[config.mk]
export PLATFORM = sky130hd
export DESIGN_NAME = riscv_lsu
export DESIGN_NICKNAME = d
export VERILOG_FILES = /design/src/rtl/riscv_pkg.sv /design/src/rtl/riscv_load_align.sv /design/src/rtl/riscv_lsu.sv
export SDC_FILE = /design/constraint.sdc
export NUM_CORES = 1
export LEC_CHECK = 0
export ABC_CLOCK_PERIOD_IN_PS = 6000
export BUFFER_PORTS_ARGS = -buffer_cell sky130_fd_sc_hd__buf_2
export CORE_ASPECT_RATIO = 1.2
export CORE_MARGIN = 10
export CORE_UTILIZATION = 52
export DETAILED_ROUTE_END_ITERATION = 10
export GPL_TIMING_DRIVEN = 0
export PLACE_DENSITY = 0.85
export RECOVER_POWER = 100
export SYNTH_ARGS = -nofsm -noshare
export SYNTH_HDL_FRONTEND = slang
export SYNTH_HIERARCHICAL = 1
export SYNTH_SLANG_ARGS = --single-unit
[constraint.sdc]
create_clock -name clk -period 6 [get_ports clk]
set_input_delay 1.2 -clock clk [delete_from_list [all_inputs] [get_ports clk]]
set_output_delay 1.2 -clock clk [all_outputs]
set_load 0.005 [all_outputs]
[src/rtl/riscv_pkg.sv]
// Shared types and helpers for the riscv load/store path: access-size encoding,
// LSU FSM states, byte-enable patterns and alignment helpers.
package riscv_pkg;

    typedef enum logic [1:0] {
        MASK_X = 2'd0,
        MASK_B = 2'd1,
        MASK_H = 2'd2
    } MASK_SEL;

    typedef enum logic [1:0] {
        IDLE = 2'd0,
        REQ  = 2'd1,
        WAIT = 2'd2,
        RESP = 2'd3
    } LSU_STATE;

    localparam logic [3:0] BE_B = 4'b0001;
    localparam logic [3:0] BE_H = 4'b0011;
    localparam logic [3:0] BE_W = 4'b1111;

    function automatic logic size_is_valid(input MASK_SEL size);
        case (size)
            MASK_X, MASK_B, MASK_H: return 1'b1;
            default:                return 1'b0;
        endcase
    endfunction

    function automatic logic is_misaligned(input MASK_SEL size, input logic [1:0] off);
        case (size)
            MASK_H:  return off[0];
            MASK_X:  return (off != 2'b00);
            default: return 1'b0;
        endcase
    endfunction

    // Lane offset with the illegal low bits dropped, so a misaligned access lands on its natural boundary.
    function automatic logic [1:0] align_off(input MASK_SEL size, input logic [1:0] off);
        case (size)
            MASK_H:  return {off[1], 1'b0};
            MASK_X:  return 2'b00;
            default: return off;
        endcase
    endfunction

endpackage

[src/rtl/riscv_load_align.sv]
// Combinational load-lane extraction: shifts the returned word down by the byte
// offset and sign- or zero-extends the byte/halfword result.
module riscv_load_align
    import riscv_pkg::*;
#(
    parameter int WORD_LENGTH = 32
) (
    input  logic [WORD_LENGTH-1:0] i_rdata,
    input  logic [1:0]             i_off,
    input  MASK_SEL                i_size,
    input  logic                   i_unsigned,
    output logic [WORD_LENGTH-1:0] o_result
);

    logic [WORD_LENGTH-1:0] w_word;
    logic                   w_sign_b;
    logic                   w_sign_h;

    // Extract the addressed lane and extend it to the full word.
    always_comb begin
        w_word   = i_rdata >> {i_off, 3'b000};
        w_sign_b = ~i_unsigned & w_word[7];
        w_sign_h = ~i_unsigned & w_word[15];
        case (i_size)
            MASK_B:  o_result = {{(WORD_LENGTH-8){w_sign_b}}, w_word[7:0]};
            MASK_H:  o_result = {{(WORD_LENGTH-16){w_sign_h}}, w_word[15:0]};
            MASK_X:  o_result = w_word;
            default: o_result = {WORD_LENGTH{1'b0}};
        endcase
    end

endmodule

[src/rtl/riscv_lsu.sv]
// Load/store unit: aligns store data, drives a valid/ready word bus and returns
// extended load data with a one-cycle strobe. Optional macro RISCV_LSU_MISALIGN_TRAP_EN
// adds rsp_err and turns misaligned accesses into bus-less error responses.
module riscv_lsu
    import riscv_pkg::*;
#(
    parameter int WORD_LENGTH = 32
) (
    input  logic                   clk,
    input  logic                   rst,
    input  logic                   req_valid,
    output logic                   req_ready,
    input  logic                   req_we,
    input  logic [WORD_LENGTH-1:0] req_addr,
    input  logic [WORD_LENGTH-1:0] req_wdata,
    input  MASK_SEL                req_size,
    input  logic                   req_unsigned,
    output logic                   mem_valid,
    input  logic                   mem_ready,
    output logic                   mem_we,
    output logic [WORD_LENGTH-1:0] mem_addr,
    output logic [3:0]             mem_be,
    output logic [WORD_LENGTH-1:0] mem_wdata,
    input  logic                   mem_rvalid,
    input  logic [WORD_LENGTH-1:0] mem_rdata,
    output logic                   rsp_valid,
`ifdef RISCV_LSU_MISALIGN_TRAP_EN
    output logic                   rsp_err,
`endif
    output logic [WORD_LENGTH-1:0] rsp_rdata
);

    LSU_STATE               r_state;
    logic                   r_req_ready;
    logic                   r_mem_valid;
    logic                   r_mem_we;
    logic [WORD_LENGTH-1:0] r_mem_addr;
    logic [3:0]             r_mem_be;
    logic [WORD_LENGTH-1:0] r_mem_wdata;
    logic                   r_rsp_valid;
    logic [WORD_LENGTH-1:0] r_rsp_rdata;
    logic                   r_rsp_err;
    logic [1:0]             r_off;
    MASK_SEL                r_size;
    logic                   r_unsigned;

    logic [1:0]             w_off;
    logic [3:0]             w_be;
    logic                   w_misalign;
    logic                   w_skip_bus;
    logic [WORD_LENGTH-1:0] w_load_result;

    // Request decode: lane offset, byte enables and whether the bus is bypassed.
    always_comb begin
        w_off      = align_off(req_size, req_addr[1:0]);
        w_misalign = is_misaligned(req_size, req_addr[1:0]);
        case (req_size)
            MASK_B:  w_be = BE_B << w_off;
            MASK_H:  w_be = BE_H << w_off;
            MASK_X:  w_be = BE_W;
            default: w_be = 4'b0000;
        endcase
`ifdef RISCV_LSU_MISALIGN_TRAP_EN
        w_skip_bus = !size_is_valid(req_size) || w_misalign;
`else
        w_skip_bus = !size_is_valid(req_size);
`endif
    end

    riscv_load_align #(
        .WORD_LENGTH (WORD_LENGTH)
    ) u_load_align (
        .i_rdata    (mem_rdata),
        .i_off      (r_off),
        .i_size     (r_size),
        .i_unsigned (r_unsigned),
        .o_result   (w_load_result)
    );

    // Transaction FSM with all bus and response outputs registered.
    always_ff @(posedge clk) begin
        if (rst) begin
            r_state     <= IDLE;
            r_req_ready <= 1'b1;
            r_mem_valid <= 1'b0;
            r_mem_we    <= 1'b0;
            r_mem_addr  <= {WORD_LENGTH{1'b0}};
            r_mem_be    <= 4'b0000;
            r_mem_wdata <= {WORD_LENGTH{1'b0}};
            r_rsp_valid <= 1'b0;
            r_rsp_rdata <= {WORD_LENGTH{1'b0}};
            r_rsp_err   <= 1'b0;
            r_off       <= 2'b00;
            r_size      <= MASK_X;
            r_unsigned  <= 1'b0;
        end else begin
            case (r_state)
                IDLE: begin
                    if (req_valid) begin
                        r_req_ready <= 1'b0;
                        r_off       <= w_off;
                        r_size      <= req_size;
                        r_unsigned  <= req_unsigned;
                        r_mem_we    <= req_we;
                        r_mem_addr  <= {req_addr[WORD_LENGTH-1:2], 2'b00};
                        r_mem_be    <= w_be;
                        r_mem_wdata <= req_wdata << {w_off, 3'b000};
                        if (w_skip_bus) begin
                            r_rsp_valid <= 1'b1;
                            r_rsp_rdata <= {WORD_LENGTH{1'b0}};
                            r_rsp_err   <= w_misalign;
                            r_state     <= RESP;
                        end else begin
                            r_mem_valid <= 1'b1;
                            r_state     <= REQ;
                        end
                    end else begin
                        r_state <= IDLE;
                    end
                end
                REQ: begin
                    if (mem_ready) begin
                        r_mem_valid <= 1'b0;
                        if (r_mem_we) begin
                            r_rsp_valid <= 1'b1;
                            r_rsp_rdata <= {WORD_LENGTH{1'b0}};
                            r_state     <= RESP;
                        end else begin
                            r_state <= WAIT;
                        end
                    end else begin
                        r_state <= REQ;
                    end
                end
                WAIT: begin
                    if (mem_rvalid) begin
                        r_rsp_valid <= 1'b1;
                        r_rsp_rdata <= w_load_result;
                        r_state     <= RESP;
                    end else begin
                        r_state <= WAIT;
                    end
                end
                RESP: begin
                    r_rsp_valid <= 1'b0;
                    r_rsp_err   <= 1'b0;
                    r_req_ready <= 1'b1;
                    r_state     <= IDLE;
                end
                default: begin
                    r_state     <= IDLE;
                    r_req_ready <= 1'b1;
                    r_mem_valid <= 1'b0;
                    r_rsp_valid <= 1'b0;
                    r_rsp_err   <= 1'b0;
                end
            endcase
        end
    end

    assign req_ready = r_req_ready;
    assign mem_valid = r_mem_valid;
    assign mem_we    = r_mem_we;
    assign mem_addr  = r_mem_addr;
    assign mem_be    = r_mem_be;
    assign mem_wdata = r_mem_wdata;
    assign rsp_valid = r_rsp_valid;
    assign rsp_rdata = r_rsp_rdata;
`ifdef RISCV_LSU_MISALIGN_TRAP_EN
    assign rsp_err   = r_rsp_err;
`else
    logic w_unused_err;
    assign w_unused_err = r_rsp_err;
`endif

endmodule

======== After elaboration in Yosys (flattened, before gate mapping) ========
Cells that the tools add are included.
operators by class
  eq/ne operators ......................... 13
  bitwise gates (word level) .............. 3
  shift operators ......................... 4
  multiplexer cells ....................... 28
  reduce and logical (&&, ||, !) cells .... 12
operators by type and width
  cell                                                               number
  32-bit case mux with 3 select lines                                2
  32-bit 2-to-1 mux                                                  5
  32-bit by 5-bit left shift with 32-bit output                      1
  32-bit by 5-bit >> shifter with 32-bit output                      1
  1-bit 2-to-1 mux                                                   12
  2-bit != test, second input constant                               6
  4-bit case mux with 3 select lines                                 1
  2-bit == test, second input constant                               4
  2-bit case mux with 4 select lines                                 1
  2-bit by 1-bit == test with 1-bit output, second input constant    3
  2-bit logical NOT                                                  3
  2-bit 2-to-1 mux                                                   3
  6-bit AND reduction                                                1
  5-bit AND reduction                                                1
  1-bit case mux with 2 select lines                                 2
  1-bit case mux with 4 select lines                                 1
  2-bit case mux with 2 select lines                                 1
  2-bit AND reduction                                                2
  4-bit AND reduction                                                1
  2-bit nonzero test                                                 2
  1-bit by 2-bit left shift with 4-bit output, first input constant  1
  2-bit by 2-bit left shift with 4-bit output, first input constant  1
  3-bit nonzero test                                                 1
  3-bit OR reduction                                                 1
  2 further kinds                                                    3
word-level totals
  flip-flop bits (word level) ............. 109
  output and inout bits ................... 104
  bits of input ports ..................... 105

======== Logic depth before layout (Yosys ltp) ========
Gate-level depths: netlist of run 1.
  depth after elaboration ................. 6
  mapped depth ............................ 9
  gate-level depth less buffers ........... 6

======== Hierarchy ========
Netlist of run 1, hierarchy kept.
modules (own cells, without submodules)
  module            area each (µm²)  instances  cells an instance  sequential area each (µm²)
  riscv_lsu         4398.0           1          475                2182.1
  riscv_load_align  803.3            1          106                0.0

======== Worst setup path after synthesis of run 1 ========
No wires, ideal clock.
  kind .................................... input to register
  from .................................... input port req_size[0]
  to ...................................... register r_mem_wdata[20], in the netlist mem_wdata[20]
  arrival time ............................ 2.590 ns
  cell stages on the path ................. 8
  setup slack ............................. 3.277 ns
  library setup time ...................... 0.132 ns
  path buffers ............................ 2
  cells stage by stage .................... inv_1 > ha_1 > buf_2 > nor3b_2 > buf_4 > mux2_2 > a22oi_1 > a21oi_1
between the ends
  cells in the longest elaborated chain, start to end .. 3
  elaborated cells on any way between the ends .. 4
RTL lines
  what                                                       line              RTL
  start, declared                                            riscv_lsu.sv:16   input MASK_SEL req_size,
  2-bit == test / 2-bit logical NOT (equally long branches)  riscv_pkg.sv:39   case (size)
  2-bit case mux with 2 select lines *                       riscv_pkg.sv:39
  32-bit by 5-bit left shift with 32-bit output *            riscv_lsu.sv:107  r_mem_wdata <= req_wdata << {w_off, 3'b000};
  end signal, assigned                                       riscv_lsu.sv:89   r_mem_wdata <= {WORD_LENGTH{1'b0}};
  end signal, assigned                                       riscv_lsu.sv:107
  end, declared                                              riscv_lsu.sv:39   logic [WORD_LENGTH-1:0] r_mem_wdata;
Every way passes the cells marked *; elsewhere a longest branch is shown, timed or not.
A chain may end at the register's enable or synchronous reset.

======== Worst setup path in the final report of run 1 ========
  from .................................... input port req_size[0]
  to ...................................... register r_mem_wdata[19], in the netlist mem_wdata[19]
The elaborated chain is that of the path after synthesis.

==> results_dict.tcl, run 1 <==
set metrics [dict create \
    status "complete, no violations" \
    rsz0062_at_grt "no" \
    avgSynthCellArea_um2 8.95 \
    num_vias 5473 \
    ff2ff_setup_slack_ns 3.51 \
    holdPathEnd "mem_addr[22]" \
    wl_per_cell_um 19.6 \
    post-place-cells 910 \
    worstSetupEndpointType "flop" \
    drc 0 \
    slew_violations 0 \
    postCtsSetupBuffers 0 \
    cts_tree "yes" \
    wl_um 18100 \
    p_per_area_mw_per_mm2 282 \
    root_buffer "clkbuf_16" \
    clk_path_buf_depth 2 \
    insertion_delay_ns 0.34 \
    drt_iter0_drc 432 \
    required_ns 6.27 \
    grt_max_degree 19 \
    min_from "mem_addr[22]" \
    met3_usage_pct 7.39 \
    grt_use_met2_pct 40.9 \
    antenna_found_initial 0 \
    ant_nets 0 \
    yosys_most_used_dff "dfxtp_1" \
    irDropWorstVdd_mv 0.157 \
    crit_type "input port to flop" \
    reg2reg_from "r_state[1]" \
    cts_sinks 109 \
    antenna_cells 0 \
    synthDistinctLibCells 55 \
    path_clk_slew_ns 0.07 \
    synth_common_cells "dfxtp_1 (109), nand2_1 (93), a21oi_1 (51)" \
    gp_congestion 0.953 \
    ys_seq_area_share_pct 42.0 \
    synth_seq_cells 109 \
    postCtsHoldBufs 0 \
    yosys.area.top_type "dfxtp_1" \
    reg2reg_to "mem_wdata[19]" \
    grt_busiest_layer "met2" \
    startpoint "req_size[0]" \
    synth_area_leaders "dfxtp_1 (42%), nand2_1 (6.7%), a22o_1 (5.4%)" \
    fillerInstances 871 \
    die_h_um 130 \
    grt_first_pass_wirelength_um 28400 \
    rows 39 \
    final.period_utilization_pct 61.5 \
    worstMarginPinSlew_ns 1.36 \
    slew_headroom_pct 7.92 \
    numPortBuffers 205 \
    core_area_mm2 0.00966 \
    instances_no_fill 926 \
    area_delta_synth_final_pct 25.7 \
    synthArstFlopShare_pct 0 \
    netlist.area_leader.share_pct 42.0 \
    cts_buffers 9 \
    grt_pass1_vias 5670 \
    holdPathStages 2 \
    setup_tns_ns 0 \
    min_path_type "flop to flop" \
    syn_inst 581 \
    num-nets-final 908 \
    cp-start-kind "input port" \
    drv_cap 0 \
    dp_hpwl_um 14100 \
    final_hold_viol_count 0 \
    synthesis.area_mm2 0.00520 \
    grtUsageTotal_pct 23.6 \
    cts-htree-levels 3 \
    cts_resized 0 \
    initial_core_util_pct 53.8 \
    arrival_ns 3.96 \
    via_per_inst 5.91 \
    post-route-util_pct 67.7 \
    yosys_warnings 6 \
    rr_worst_depth 5 \
    period_needed_ns 3.69 \
    p_leak_nw 2.62 \
    fmax_mhz 271 \
    drt_pass1_iterations 5 \
    grt_overflow_total 0 \
    die_w_um 111 \
    met1_usage_pct 25.6 \
    yosysMostFrequentCell "dfxtp_1" \
    skew_ns 0.00794 \
    io_pins 209 \
    drive_gt1_share_pct 19.1 \
    path_max_fanout 10 \
    synth-edff-count 0 \
    setup_violations 0 \
    die_area_mm2 0.0144 \
]
[registers in the layout, indices dropped and copies added (netlist names)]
signal	cells
rsp_valid	1
rsp_rdata	32
r_state	2
req_ready	1
r_off	2
mem_addr	30
mem_wdata	32
r_size	2
mem_we	1
r_unsigned	1
mem_be	4
mem_valid	1
[cells by family (layout without fill, tap and decap cells)]
family	count (synthesis)	count (layout)	share of synthesized area, %
adders and majority gates	5	5	1.20
AOI/OAI and AO/OA	188	188	26.5
other	1	2	0.0721
and+or+nand+nor	183	183	17.3
muxes	35	35	7.36
buffers and inverters	60	281	5.68
DFF	109	109	42.0
[power by group]
group	switching, W	internal, W	total, W
Clock	0.000274	0.000412	0.000686
Combinational	0.000212	0.000146	0.000358
Sequential	0.0000283	0.000770	0.000798
[worst max-delay path: stages]
cell and delay (ns):
clkbuf_1 0.14, inv_1 0.13, ha_1 0.15, clkbuf_1 0.32
nor3b_1 0.16, clkbuf_1 0.31, nor4b_1 1.20, nand2_1 0.17
a21oi_1 0.17
[stage by stage]
step	hold slack, ns	setup slack [ns]	cell area (µm²)	power (W)
after global routing	0.486	1.99	6540	0.00192
after detailed placement	0.443	2.90	6380	0.00118
final	0.457	2.31	6540	0.00184
after global placement	0.439	2.97	6380	0.00117
after CTS	0.453	3.25	6730	0.00186
after floorplan	0.437	3.28	5200	0.00103
[cells in the final DEF, fill, tap and decap left out, types with 5 or more instances in the layout]
| cell type | n |
|---|---|
| a211oi_1 | 31 |
| a21oi_1 | 51 |
| a22o_1 | 32 |
| a22oi_1 | 24 |
| a2bb2oi_1 | 7 |
| and2_1 | 9 |
| and3_1 | 9 |
| buf_2 | 115 |
| clkbuf_1 | 134 |
| clkbuf_16 | 9 |
| dfxtp_1 | 109 |
| ha_1 | 5 |
| inv_1 | 6 |
| mux2_1 | 9 |
| mux2_2 | 7 |
| mux2i_1 | 18 |
| nand2_1 | 93 |
| nand3_1 | 9 |
| nand3b_1 | 14 |
| nor2_1 | 23 |
| nor2b_1 | 9 |
| o211ai_1 | 8 |
| o21ai_0 | 9 |
| o31ai_1 | 9 |
[how the worst max path moves through the flow]
stage	to	slack [ns]	cells past startpoint
global placement	mem_wdata[26]	2.97	9
finish	mem_wdata[19]	2.31	9
global route	mem_wdata[19]	1.99	9
detailed placement	mem_wdata[11]	2.90	9
floorplan	mem_wdata[20]	3.28	8
CTS	mem_wdata[12]	3.25	9
[layer usage]
layer	up-vias	part of all wire (%)
met3	62	9.1
met1	2558	37
li1	2546	-
met4	0	3.7
met2	307	50
met5	-	0
[final cells by class]
type | instances | area [µm²] | share of cell area (%)
Buffer | 53 | 245 | 3.75
Inverter | 7 | 26.3 | 0.402
Sequential cell | 109 | 2180 | 33.4
Multi-Input combinational cell | 413 | 2680 | 41.0
Timing Repair Buffer | 205 | 905 | 13.8
Clock inverter | 6 | 116 | 1.78
Tap cell | 123 | 154 | 2.35
Clock buffer | 10 | 229 | 3.50
No activity file was read; power rests on OpenSTA's default activity.
==> run 2, diff against run 1 <==
--- a/config.mk
+++ b/config.mk
@@ -5,14 +5,14 @@
 export SDC_FILE = /design/constraint.sdc
 export NUM_CORES = 1
 export LEC_CHECK = 0
-export ABC_CLOCK_PERIOD_IN_PS = 6000
+export ABC_CLOCK_PERIOD_IN_PS = 3100
 export BUFFER_PORTS_ARGS = -buffer_cell sky130_fd_sc_hd__buf_2
 export CORE_ASPECT_RATIO = 1.2
 export CORE_MARGIN = 10
-export CORE_UTILIZATION = 52
+export CORE_UTILIZATION = 44
 export DETAILED_ROUTE_END_ITERATION = 10
 export GPL_TIMING_DRIVEN = 0
-export PLACE_DENSITY = 0.85
+export PLACE_DENSITY = 0.77
 export RECOVER_POWER = 100
 export SYNTH_ARGS = -nofsm -noshare
 export SYNTH_HDL_FRONTEND = slang
==> constraint.sdc (replaced) <==
create_clock -name clk -period 3.1 [get_ports clk]
set_input_delay 0.62 -clock clk [delete_from_list [all_inputs] [get_ports clk]]
set_output_delay 0.62 -clock clk [all_outputs]
set_load 0.005 [all_outputs]
==> results_dict.tcl, run 2 (synthesis results as in run 1) <==
set metrics [dict create \
    drt_pass1_iterations 5 \
    dr_wl_met3_um 1640 \
    area_delta_synth_final_pct 25.7 \
    drt_iter0_drc 383 \
    ant_nets 0 \
    insertion_delay_ns 0.35 \
    wl_um 17400 \
    drive_gt1_share_pct 19.9 \
    fillerInstances 1159 \
    path_clk_slew_ns 0.07 \
    gp_congestion 0.879 \
    path_cells "buf_2 -> inv_1 -> ha_1 -> nor3b_2 -> buf_4 -> a211oi_1 -> a22oi_1 -> nor2_1" \
    die_w_um 119 \
    final_hold_viol_count 0 \
    clkPwrFrac_pct 32.7 \
    worstSetupEndpointType "flop" \
    postCtsSetupBuffers 0 \
    cts-htree-levels 3 \
    postCtsHoldBufs 0 \
    final.period_utilization_pct 79.8 \
    via_per_inst 5.50 \
    setup_ws_ns 0.625 \
    grt_first_pass_wirelength_um 26800 \
    numPortBuffers 205 \
    root_buffer "clkbuf_16" \
    period_needed_ns 2.48 \
    core_area_mm2 0.0116 \
    min_path_type "flop to flop" \
    setup_tns_ns 0 \
    rsz0062_at_grt "no" \
    slowest_stage "a211oi_1" \
    p_leak_nw 2.60 \
    cpPeakStageDelay_ns 0.93 \
    fmax_mhz 404 \
    dr.max_layer_used "met4" \
    initial_core_util_pct 45.0 \
    cts_sinks 109 \
    slew_headroom_pct 20.4 \
    final_cell_mix "clkbuf_1 (130), buf_2 (120), dfxtp_1 (109), nand2_1 (93), a21oi_1 (51)" \
    num-nets-final 908 \
    grt_overflow_total 0 \
    drv_cap 0 \
    cts_resized 0 \
    num_vias 5289 \
    crit_type "input port to flop" \
    dr_wl_met2_um 8350 \
    die_area_mm2 0.0166 \
    die_h_um 139 \
    grt_pass1_vias 5199 \
    pwr-share-comb_pct 20.8 \
    drc 0 \
    swShare_pct 29.7 \
    io_pins 209 \
    place_ws_ns 0.618 \
    grt_max_degree 18 \
    cts_tree "yes" \
    wl_met1_um 7050 \
    path_max_fanout 10 \
    antenna_found_initial 1 \
    cts_buffers 9 \
    required_ns 3.38 \
    p_int_w 0.00232 \
    dp_hpwl_um 13600 \
    irDropWorstVdd_mv 0.283 \
    status "complete, no violations" \
    clk_path_buf_depth 2 \
    grtUsageTotal_pct 19.7 \
    p_per_area_mw_per_mm2 506 \
    wl_per_cell_um 18.1 \
    skew_ns 0.00892 \
    arrival_ns 2.76 \
    layout_commonest_cell "clkbuf_1" \
    seq_power_share_pct 46.6 \
    slew_violations 0 \
    cp-start-kind "input port" \
    power_switching_w 0.000983 \
    setup_violations 0 \
    rows 43 \
    worstMarginPinSlew_ns 1.19 \
]
==> run 2: path summary, 6_finish.rpt <==
path	depth (start not counted)	endpoint	startpoint	slack, ns
worst min register to register	2	mem_addr[2]	mem_addr[2]	0.45
worst max-delay path	8	mem_wdata[0]	req_size[0]	0.62
worst min-delay path	2	mem_addr[2]	mem_addr[2]	0.45
worst max register to register	5	mem_wdata[0]	r_state[1]	0.73
==> run 2: critical path, delay by kind of cell <==
kind / cells / cell delay, ns
compound gates: 2 / 1.11
fa+ha+maj: 1 / 0.34
buf+inv: 3 / 0.42
simple gates: 2 / 0.27
==> run 2: layout make-up <==
type                       instances  area (µm²)  share of cell area, %
sequential                       109        2180                   33.4
buffer                            53         248                   3.79
multi-input combinational        413        2700                   41.3
clock buffer                      11         233                   3.56
inverter                           7        26.3                  0.402
clock inverter                     5        36.3                  0.555
tap                              157         196                   3.00
timing repair buffer             205         912                   14.0
antenna                            1        2.50                 0.0383
==> run 2: per-stage QoR <==
step | instances | hold slack [ns] | cell area, µm² | power (W) | utilization [%]
3_5_place_dp | 944 | 0.445 | 6430 | 0.00228 | 55.6
3_3_place_gp | 944 | 0.439 | 6430 | 0.00227 | 55.6
4_1_cts | 960 | 0.455 | 6700 | 0.00336 | 57.9
6_report | 961 | 0.453 | 6540 | 0.00331 | 56.5
5_1_grt | 960 | 0.479 | 6540 | 0.00346 | 56.5
2_1_floorplan | 582 | 0.437 | 5200 | 0.00199 | -
==> run 2: routing by layer <==
layer  up-vias  global-route usage [%]
li1       2552                       -
met4         0                    5.73
met2       220                    33.1
met3        29                    8.11
met1      2488                    22.2
met5         -                       0
==> run 2: power groups by stage <==
stage / clock (W) / sequential, W / combinational [W]
floorplan: 0 / 0.00157 / 0.000417
global placement: 0 / 0.00157 / 0.000708
detailed placement: 0 / 0.00157 / 0.000714
CTS: 0.00110 / 0.00154 / 0.000718
global route: 0.00115 / 0.00155 / 0.000760
finish: 0.00108 / 0.00154 / 0.000686
==> run 3, diff against run 2 <==
--- a/config.mk
+++ b/config.mk
@@ -5,7 +5,7 @@
 export SDC_FILE = /design/constraint.sdc
 export NUM_CORES = 1
 export LEC_CHECK = 0
-export ABC_CLOCK_PERIOD_IN_PS = 3100
+export ABC_CLOCK_PERIOD_IN_PS = 2100
 export BUFFER_PORTS_ARGS = -buffer_cell sky130_fd_sc_hd__buf_2
 export CORE_ASPECT_RATIO = 1.2
 export CORE_MARGIN = 10
==> constraint.sdc (replaced) <==
create_clock -name clk -period 2.1 [get_ports clk]
set_input_delay 0.42 -clock clk [delete_from_list [all_inputs] [get_ports clk]]
set_output_delay 0.42 -clock clk [all_outputs]
set_load 0.005 [all_outputs]
==> results_dict.tcl, run 3 (synthesis results as in run 1) <==
set metrics [dict create \
    grt_first_pass_wirelength_um 26800 \
    cts_tree "yes" \
    fin_total_pwr_w 0.00490 \
    crit_type "flop to flop" \
    required_ns 2.34 \
    insertion_delay_ns 0.35 \
    slew_headroom_pct 36.9 \
    slowest_stage "clkbuf_1" \
    fmax_mhz 511 \
    clkPwrFrac_pct 32.7 \
    via_per_inst 5.46 \
    grtUsageTotal_pct 19.7 \
    antenna_cells 0 \
    worst-path-buf-inv 2 \
    cts_buffers 9 \
    path_cells "buf_6 -> clkbuf_1 -> mux2i_1 -> o211ai_1 -> a22o_1" \
    drt_iter0_drc 350 \
    setup_violations 0 \
    ant_nets 0 \
    area_delta_synth_final_pct 26.3 \
    initial_core_util_pct 45.0 \
    swShare_pct 29.9 \
    path_clk_slew_ns 0.08 \
    final_cell_mix "buf_2 (122), clkbuf_1 (120), dfxtp_1 (109), nand2_1 (93), a21oi_1 (51)" \
    place_area_mm2 0.00643 \
    postCtsSetupBuffers 0 \
    min_path_type "input port to flop" \
    root_buffer "clkbuf_16" \
    p_leak_nw 2.64 \
    seq_power_share_pct 46.4 \
    core_area_mm2 0.0116 \
    worstMarginPinSlew_ns 0.938 \
    status "complete, no violations" \
    worstSetupEndpointType "flop" \
    cpPeakStageDelay_ns 0.52 \
    grt_overflow_total 0 \
    wl_per_cell_um 18.2 \
    die_h_um 139 \
    p_int_w 0.00344 \
    rows 43 \
    power_switching_w 0.00146 \
    layout_commonest_cell "buf_2" \
    wl_um 17500 \
    final.period_utilization_pct 93.2 \
    critPathTopFamily "buffers and inverters" \
    drv_cap 0 \
    cts-htree-levels 3 \
    grt_pass1_vias 5199 \
    num-nets-final 908 \
    cts_sinks 109 \
    dp_hpwl_um 13600 \
    rsz0062_at_grt "no" \
    postCtsHoldBufs 0 \
    design_area_mm2 0.00657 \
    die_area_mm2 0.0166 \
    grt_max_degree 18 \
    num_vias 5241 \
    numPortBuffers 205 \
    drc 0 \
    drive_gt1_share_pct 21.2 \
    clk_path_buf_depth 2 \
    antenna_found_initial 1 \
    arrival_ns 2.20 \
    p_per_area_mw_per_mm2 746 \
    irDropWorstVdd_mv 0.418 \
    die_w_um 119 \
    final_hold_viol_count 0 \
    cp-start-kind "flop" \
    path_max_fanout 10 \
    cts_resized 0 \
    pwr-share-comb_pct 20.9 \
    slew_violations 0 \
    io_pins 209 \
    period_needed_ns 1.96 \
    drt_pass1_iterations 6 \
    gp_congestion 0.879 \
    skew_ns 0.00819 \
]
[run 3: final cells by class]
cell class / count / area [µm²]
clock inverter: 5 / 36.3
buffer: 53 / 265
clock buffer: 11 / 233
sequential: 109 / 2180
tap: 157 / 196
inverter: 7 / 26.3
timing repair buffer: 205 / 912
fill: 1149 / 5000
multi-input combinational: 413 / 2720
[run 3: power by group through the flow]
stage / Clock [W] / Sequential, W / Combinational [W]
after detailed placement: 0 / 0.00232 / 0.00105
after global routing: 0.00170 / 0.00229 / 0.00113
after floorplan: 0 / 0.00232 / 0.000615
after global placement: 0 / 0.00231 / 0.00105
after CTS: 0.00163 / 0.00227 / 0.00106
final: 0.00160 / 0.00227 / 0.00102
[run 3: worst paths after layout]
path	start	end	slack, ns	depth (start not counted)
max reg2reg	r_off[0]	rsp_rdata[18]	0.14	5
min	req_addr[28]	mem_addr[28]	0.30	3
max	r_off[0]	rsp_rdata[18]	0.14	5
min reg2reg	mem_addr[8]	mem_addr[8]	0.45	2
[run 3: worst reg2reg max path, delay by kind of cell, from the launching register on]
family	cells	cell delay [ns]
mux	1	0.38
buf+inv	2	0.69
flops	1	0.40
compound gates	2	0.38
[run 3: routing by layer]
| metal | vias to the layer above | global-route usage [%] | wire (µm) |
|---|---|---|---|
| met2 | 211 | 33.1 | 8400 |
| li1 | 2548 | - | - |
| met5 | - | 0 | 0 |
| met1 | 2458 | 22.2 | 7000 |
| met4 | 0 | 5.73 | 351 |
| met3 | 24 | 8.11 | 1710 |
[run 3: through the flow]
stage / std cells / hold WS (ns) / worst slack [ns] / utilization [%] / setup TNS (ns)
finish: 960 / 0.298 / 0.142 / 56.8 / 0
global route: 960 / 0.302 / 0.0366 / 56.8 / 0
CTS: 960 / 0.292 / 0.185 / 57.9 / 0
global placement: 944 / 0.439 / -0.177 / 55.6 / -3.04
floorplan: 582 / 0.437 / 0.157 / - / 0
detailed placement: 944 / 0.445 / -0.182 / 55.6 / -3.56
